===== src/rtl/traffic_phase_sequencer.sv =====
// Four-approach phase sequencer: green/yellow/all-red rotation over
// pending demand, timer control and emergency pre-emption.
module traffic_phase_sequencer #(
  parameter int unsigned YEL_CYC = 3,
  parameter int unsigned AR_CYC  = 1
) (
  input  logic       clk,
  input  logic       reset,
  input  logic       enable,
  input  logic [3:0] car_waiting,
  input  logic       emerg_req,
  input  logic [1:0] emerg_dir,
  input  logic       tmr_done,
  output logic [1:0] cs,
  output logic       tmr_clr_n,
  output logic       tmr_en,
  output logic [3:0] green,
  output logic [3:0] yellow
);

  localparam logic [2:0] IDLE   = 3'd0;
  localparam logic [2:0] START  = 3'd1;
  localparam logic [2:0] GREEN  = 3'd2;
  localparam logic [2:0] YELLOW = 3'd3;
  localparam logic [2:0] ALLRED = 3'd4;
  localparam logic [2:0] EMERG  = 3'd5;

  localparam logic [3:0] YEL_LD = 4'(YEL_CYC);
  localparam logic [3:0] AR_LD  = 4'(AR_CYC);

  logic [2:0] state_q, state_d;
  logic [1:0] cs_q, cs_d;
  logic [1:0] tgt_q, tgt_d;
  logic [3:0] pend_q, pend_d;
  logic [3:0] cnt_q, cnt_d;
  logic [1:0] nxt;
  logic [1:0] c1, c2, c3;
  logic [3:0] cs_oh;

  assign c1 = cs_q + 2'd1;
  assign c2 = cs_q + 2'd2;
  assign c3 = cs_q + 2'd3;

  // Round-robin: nearest approach after the current one wins.
  always_comb begin
    nxt = cs_q;
    priority case (1'b1)
      pend_q[c1]: nxt = c1;
      pend_q[c2]: nxt = c2;
      pend_q[c3]: nxt = c3;
      default:    nxt = cs_q;
    endcase
  end

  // The served approach drops its demand, even if re-requested now.
  always_comb begin
    pend_d = pend_q | car_waiting;
    if (state_q == START) pend_d[cs_q] = 1'b0;
  end

  always_comb begin
    state_d = state_q;
    cs_d    = cs_q;
    tgt_d   = tgt_q;
    cnt_d   = cnt_q;
    if (!enable) begin
      state_d = IDLE;
    end else begin
      unique case (state_q)
        IDLE:  state_d = START;
        START: state_d = GREEN;
        GREEN: begin
          if (emerg_req && emerg_dir == cs_q) begin
            state_d = EMERG;
          end else if (emerg_req) begin
            tgt_d   = emerg_dir;
            state_d = YELLOW;
            cnt_d   = YEL_LD;
          end else if (tmr_done) begin
            if (nxt == cs_q) begin
              state_d = START;
            end else begin
              tgt_d   = nxt;
              state_d = YELLOW;
              cnt_d   = YEL_LD;
            end
          end
        end
        YELLOW: begin
          if (cnt_q <= 4'd1) begin
            state_d = ALLRED;
            cnt_d   = AR_LD;
          end else begin
            cnt_d = cnt_q - 4'd1;
          end
        end
        ALLRED: begin
          if (cnt_q <= 4'd1) begin
            cs_d    = emerg_req ? emerg_dir : tgt_q;
            state_d = START;
          end else begin
            cnt_d = cnt_q - 4'd1;
          end
        end
        EMERG: begin
          if (!emerg_req) state_d = START;
        end
        default: state_d = IDLE;
      endcase
    end
  end

  always_ff @(posedge clk or negedge reset) begin
    if (!reset) begin
      state_q <= IDLE;
      cs_q    <= 2'd0;
      tgt_q   <= 2'd0;
      pend_q  <= 4'd0;
      cnt_q   <= 4'd0;
    end else begin
      state_q <= state_d;
      cs_q    <= cs_d;
      tgt_q   <= tgt_d;
      pend_q  <= pend_d;
      cnt_q   <= cnt_d;
    end
  end

  assign cs_oh = 4'b0001 << cs_q;
  assign cs    = cs_q;

  // Lamps and timer strobes decode registered state only.
  assign green = (state_q == START || state_q == GREEN ||
                  state_q == EMERG) ? cs_oh : 4'd0;
  assign yellow    = (state_q == YELLOW) ? cs_oh : 4'd0;
  assign tmr_clr_n = (state_q != START);
  assign tmr_en    = (state_q == GREEN);

endmodule


===== config.mk =====
export PLATFORM = sky130hd
export DESIGN_NAME = traffic_phase_sequencer
export DESIGN_NICKNAME = d
export VERILOG_FILES = /design/src/rtl/traffic_phase_sequencer.sv
export SDC_FILE = /design/constraint.sdc
export NUM_CORES = 1
export LEC_CHECK = 0
export ABC_AREA = 1
export CAP_MARGIN = 30
export CORE_ASPECT_RATIO = 1.5
export CORE_UTILIZATION = 35
export CTS_BUF_LIST = sky130_fd_sc_hd__clkbuf_8
export DETAILED_ROUTE_END_ITERATION = 12
export SYNTH_ARGS = -nofsm -noshare
export SYNTH_HDL_FRONTEND = slang
export SYNTH_SLANG_ARGS = --single-unit

===== constraint.sdc =====
create_clock -name clk -period 2.4 [get_ports clk]
set_clock_uncertainty 0.2 [all_clocks]
set_input_delay 0.48 -clock clk [delete_from_list [all_inputs] [get_ports clk]]
set_output_delay 0.48 -clock clk [all_outputs]
set_load 0.02 [all_outputs]

## After elaboration in Yosys (flattened, before gate mapping)

Index checks and enable logic that the tools add are counted.

| cells by class | value |
|---|---|
| $add $sub $neg | 4 |
| multipliers | 0 |
| divide/modulo/power cells | 0 |
| magnitude comparators | 6 |
| equal/unequal tests | 17 |
| shifts and indexed selects | 1 |
| muxes and demuxes | 34 |
| bitwise gates (word level) | 4 |
| reductions and logical operators | 11 |

Operators with widths:

| operator | number |
|---|---|
| 2-to-1 mux 4 bit | 9 |
| 2-to-1 mux 3 bit | 7 |
| case mux 3 bit (6 select lines) | 1 |
| 2-to-1 mux 2 bit | 8 |
| != test 3 bit (second input constant) | 5 |
| < comparator 2 x 3 -> 1 bit (second input constant) | 4 |
| case mux 4 bit (3 select lines) | 1 |
| binary-select mux 1 bit (select 2 bit) | 3 |
| equality test 3 x 2 -> 1 bit (second input constant) | 2 |
| equality test 3 bit (second input constant) | 2 |
| != test 2 bit (second input constant) | 3 |
| AND reduction 6 bit | 1 |
| != test 5 x 4 -> 1 bit (second input constant) | 1 |
| AND reduction 5 bit | 1 |
| adder 2 bit (second input constant) | 2 |
| AND 4 bit | 1 |
| equality test 2 bit | 2 |
| less-or-equal comparator 4 x 1 -> 1 bit (second input constant) | 1 |
| 2-to-1 mux 1 bit | 4 |
| inverter 4 bit | 1 |
| bitwise OR 4 bit | 1 |
| AND reduction 4 bit | 1 |
| left shift 1 x 2 -> 4 bit (first input constant) | 1 |
| subtractor 4 x 1 -> 4 bit (second input constant) | 1 |
| other kinds (12) | 14 |

| word-level totals | value |
|---|---|
| flip-flop bits (word level) | 15 |
| bits in latches | 0 |
| RAM bits | 0 |
| memory bits (read-only) | 0 |
| bits of input ports | 11 |
| output and inout bits | 12 |
| word-level logic and storage cells | 82 |
| memories kept | 0 |

## Logic depth before layout (Yosys ltp)

| logic depth | value |
|---|---|
| depth in word-level cells | 13 |
| mapped depth | 15 |
| gate-level depth less buffers | 14 |

## Least setup slack after synthesis

Ideal clock, no wire load.

| timing path | value |
|---|---|
| path type | register -> register |
| start | register cs_q[0] (netlist: cs[0]) |
| end | register cnt_q[0] |
| library setup time | 117 ps |
| data arrival time | 1799 ps |
| required time | 2083 ps |
| path slack | 285 ps |
| cell stages (with the launch flop) | 14 |
| path buffers | 1 |
| clock period less this slack | 2115 ps |
| cell sequence | dfrtp_1 -> buf_6 -> inv_6 -> ha_1 -> inv_1 -> nand3_1 -> nand2_1 -> nand2_1 -> nand2_2 -> nand2_1 -> nand4_4 -> nand2_2 -> nand2_1 -> nand2_1 |

| between the ends | value |
|---|---|
| word-level cells in the longest chain between the ends | 9 |
| elaborated cells on any way between the ends | 18 |
| classes of those cells | add/sub: 3; eq/ne: 4; mux: 9; reduce/logical: 2 |

Ends and longest elaborated chain:

| item | RTL line | source |
|---|---|---|
| start: declaration | 32 | `logic [1:0] cs_q, cs_d;` |
| start signal: assignment | 122 | `cs_q <= cs_d;` |
| adder 2 bit | 42 | `assign c3 = cs_q + 2'd3;` |
| binary-select mux 1 bit (select 2 bit) | 50 | `pend_q[c3]: nxt = c3;` |
| 2-to-1 mux 1 bit (implied by the code) | 50 |  |
| 2-to-1 mux 2 bit (3 in a row) | 47 | `priority case (1'b1)` |
| equality test 2 bit | 80 | `if (nxt == cs_q) begin` |
| != test 3 bit (no line) | - |  |
| AND reduction 6 bit (no line) (*) | - |  |
| end signal: assignment | 125 | `cnt_q <= cnt_d;` |
| end: declaration | 35 | `logic [3:0] cnt_q, cnt_d;` |

Mark *: on every way between the ends. The rest lies on a longest branch, timed or not. The select of a mux whose other input is x is not followed.
A chain may end at the register's enable or synchronous reset.

## Final worst setup path

| timing path | value |
|---|---|
| start | register state_q[1] |
| end | output port tmr_en |

| between the ends | value |
|---|---|
| word-level cells in the longest chain between the ends | 1 |

Ends and longest elaborated chain:

| item | RTL line | source |
|---|---|---|
| start: declaration | 31 | `logic [2:0] state_q, state_d;` |
| start signal: assignment | 121 | `state_q <= state_d;` |
| equality test 3 x 2 -> 1 bit | 137 | `assign tmr_en = (state_q == GREEN);` |
| end: declaration | 16 | `output logic tmr_en,` |

No other way between the ends.

==> metrics.cfg <==
[cells_and_area]
layout_commonest_cell = nand2_1
mostFrequentLayoutCells = nand2_1 (54), nor2_1 (25), inv_1 (20)
utilization_pct = 46.26
num-nets-final = 241
antenna_cells = 0
syn_to_final_growth_pct = 27.75
drive_above_1_share_pct = 21.52

[routing]
ant_nets = 0
top_layer_used = met4
first_iter_violations = 24
drt_first_pass_iters = 4
wl_met2_um = 1858
routedWlPerCell_um = 12.15
met3_length_um = 49
vias = 1271
wl_met1_um = 1274
drc = 0
vias_per_cell = 4.778
wl_um = 3232

[grt]
first_global_vias = 1309
antenna_found_initial = 0
grt.overflow.total = 0
grt_usage_pct = 18.65
grt_first_pass_wirelength_um = 5623
grt_max_degree = 16

[timing]
finalCriticalPeriod_ns = 2.298
fin_setup_tns_ns = 0
rsz0062_at_grt = false
worst_slew_pin_slew_ns = 0.4346
slew_headroom_pct = 70.57
timing.fmax_mhz = 435.1
final_max_slew_viol_count = 0
post-route-period-util_pct = 95.76
setup_violations = 0
hold_viol = 0

[floorplan]
die_h_um = 77.25
die-area_mm2 = 0.004030
rows = 27
io_pins = 23
die_w_um = 52.17
core_mm2 = 0.003649
start_util_pct = 36.21

[worst_setup_path]
critical_path_class = flip-flop to primary output
crit_fanout = 5
end_kind = primary output
crit_slowest_cell = clkdlybuf4s50_1
required_ns = 1.72
worstPathArrival_ns = 1.62
path_cells = nand2_2 -> nor2_4 -> buf_4 -> clkdlybuf4s50_1
slowest_delay_ns = 0.60
reg2reg_depth = 11
start_kind = flip-flop

[power]
power.clock.fraction_pct = 9.7
power_density_mw_per_mm2 = 1285
p_int_uw = 1040
comb_power_share_pct = 69.4
power_leakage_uw = 0.0008835
switching_share_pct = 52.06
p_sw_uw = 1129
seqPwrFrac_pct = 21.0
ir_drop_v = 0.0006442

[clock_network]
numCtsBuffers = 3
clockRootBuffer = clkbuf_8
htreeDepth = 1
clk_latency_ns = 0.25
cts_tree = yes
clock-sinks = 15
clockBufferDepth = 2
clk_pin_slew_ns = 0.07

[job]
maxCapViolCount = 0

[worst_hold_path]
hold_depth = 2
hp-class = flip-flop to flip-flop

[yosys]
ys_types = 31
syn-num-nets = 206
syn_area_mm2 = 0.001321
ys_warn_count = 0
ys_seq_area_share_pct = 28.41
synth_seq_cells = 15
syn_inst = 189
synth.avg_cell_area_um2 = 6.991

[placement]
place.gp.congestion = 0.7478
dp_hpwl_um = 2663
port-buffer-count = 22

[outcome]
status = finished, final reports clean

==> cells in the mapped netlist, drive strengths merged <==
master / n / area share, %
a21oi: 5 / 2.7
a31oi: 2 / 0.95
buf: 2 / 1.4
clkbuf: 1 / 0.38
dfrtp: 15 / 28
ha: 6 / 5.7
inv: 27 / 8.0
nand2: 66 / 21
nand3: 19 / 9.1
nand4: 1 / 1.6
nor2: 28 / 9.3
nor3: 2 / 1.6
nor4: 1 / 1.6
o211ai: 1 / 0.57
o21ai: 8 / 3.3
o311ai: 1 / 0.66
xnor2: 1 / 0.66
xor2: 3 / 2.6
==> critical path: cells and delay by family, from the launching register on <==
kind,cells,cell delay [ns]
flip-flops,1,0.43
AND/OR/NAND/NOR,2,0.19
buffers and inverters,2,0.74
==> sequential cells by signal (all words and copies together) (netlist names) <==
register  cells
state_q       3
pend_q        4
cs            2
tgt_q         2
cnt_q         4
==> final timing paths <==
kind / startpoint / slack, ns / to
max: state_q[1] / 0.10 / tmr_en
min: tgt_q[1] / 0.28 / tgt_q[1]
max reg2reg: cs[1] / 0.33 / cnt_q[0]
min reg2reg: tgt_q[1] / 0.28 / tgt_q[1]
max in group asynchronous: reset / 1.47 / cs[1]
min in group asynchronous: reset / 0.34 / cnt_q[0]
==> stage by stage <==
step | setup slack (ns) | std cells | instance area (um2) | total power [uW] | hold slack [ns]
after floorplan | 0.2846 | 189 | 1321 | 1558 | -0.01559
after global placement | 0.1445 | 262 | 1654 | 1991 | 0.2701
after detailed placement | 0.1344 | 262 | 1654 | 1994 | 0.2696
after CTS | 0.09536 | 266 | 1688 | 2189 | 0.2876
after global routing | 0.007660 | 266 | 1688 | 2395 | 0.3068
final | 0.1019 | 266 | 1688 | 2169 | 0.2845
==> layer usage <==
layer	vias up	track usage, %
met1	589	20.20
met3	5	1.786
met2	14	35.51
met4	0	6.316
li1	663	-
met5	-	0
==> cell type report <==
class	count	area [um2]
clock buffer	3	41.29
clock inverter	1	3.754
fill	381	1961
inverter	27	106.4
multi-input combinational	144	815.8
sequential	15	375.4
tap	43	53.80
timing repair buffer	33	291.5
==> cell families (layout without fill, tap and decap cells) <==
family                   after synthesis  count (layout)  synth area share [%]
XOR/XNOR                               4               4                 3.220
flip-flops                            15              15                 28.41
AO/OA/AOI/OAI                         17              17                 8.239
adder cells (fa/ha/maj)                6               6                 5.682
AND/OR/NAND/NOR                      117             117                 44.60
buffers and inverters                 30              64                 9.849
==> power by group through the flow <==
stage	registers, uW	clock network, uW	logic (uW)
detailed placement	460	0	1530
finish	455	210	1500
global placement	456	0	1530
CTS	456	216	1520
floorplan	459	0	1100
global route	470	230	1700
==> what timing repair did <==
action,CTS,global route
hold buffers,0,0
buffers inserted,0,0
endpoints found under the setup margin,9,0
gates resized for setup,9,0
Power figures use the tool's default switching activity.
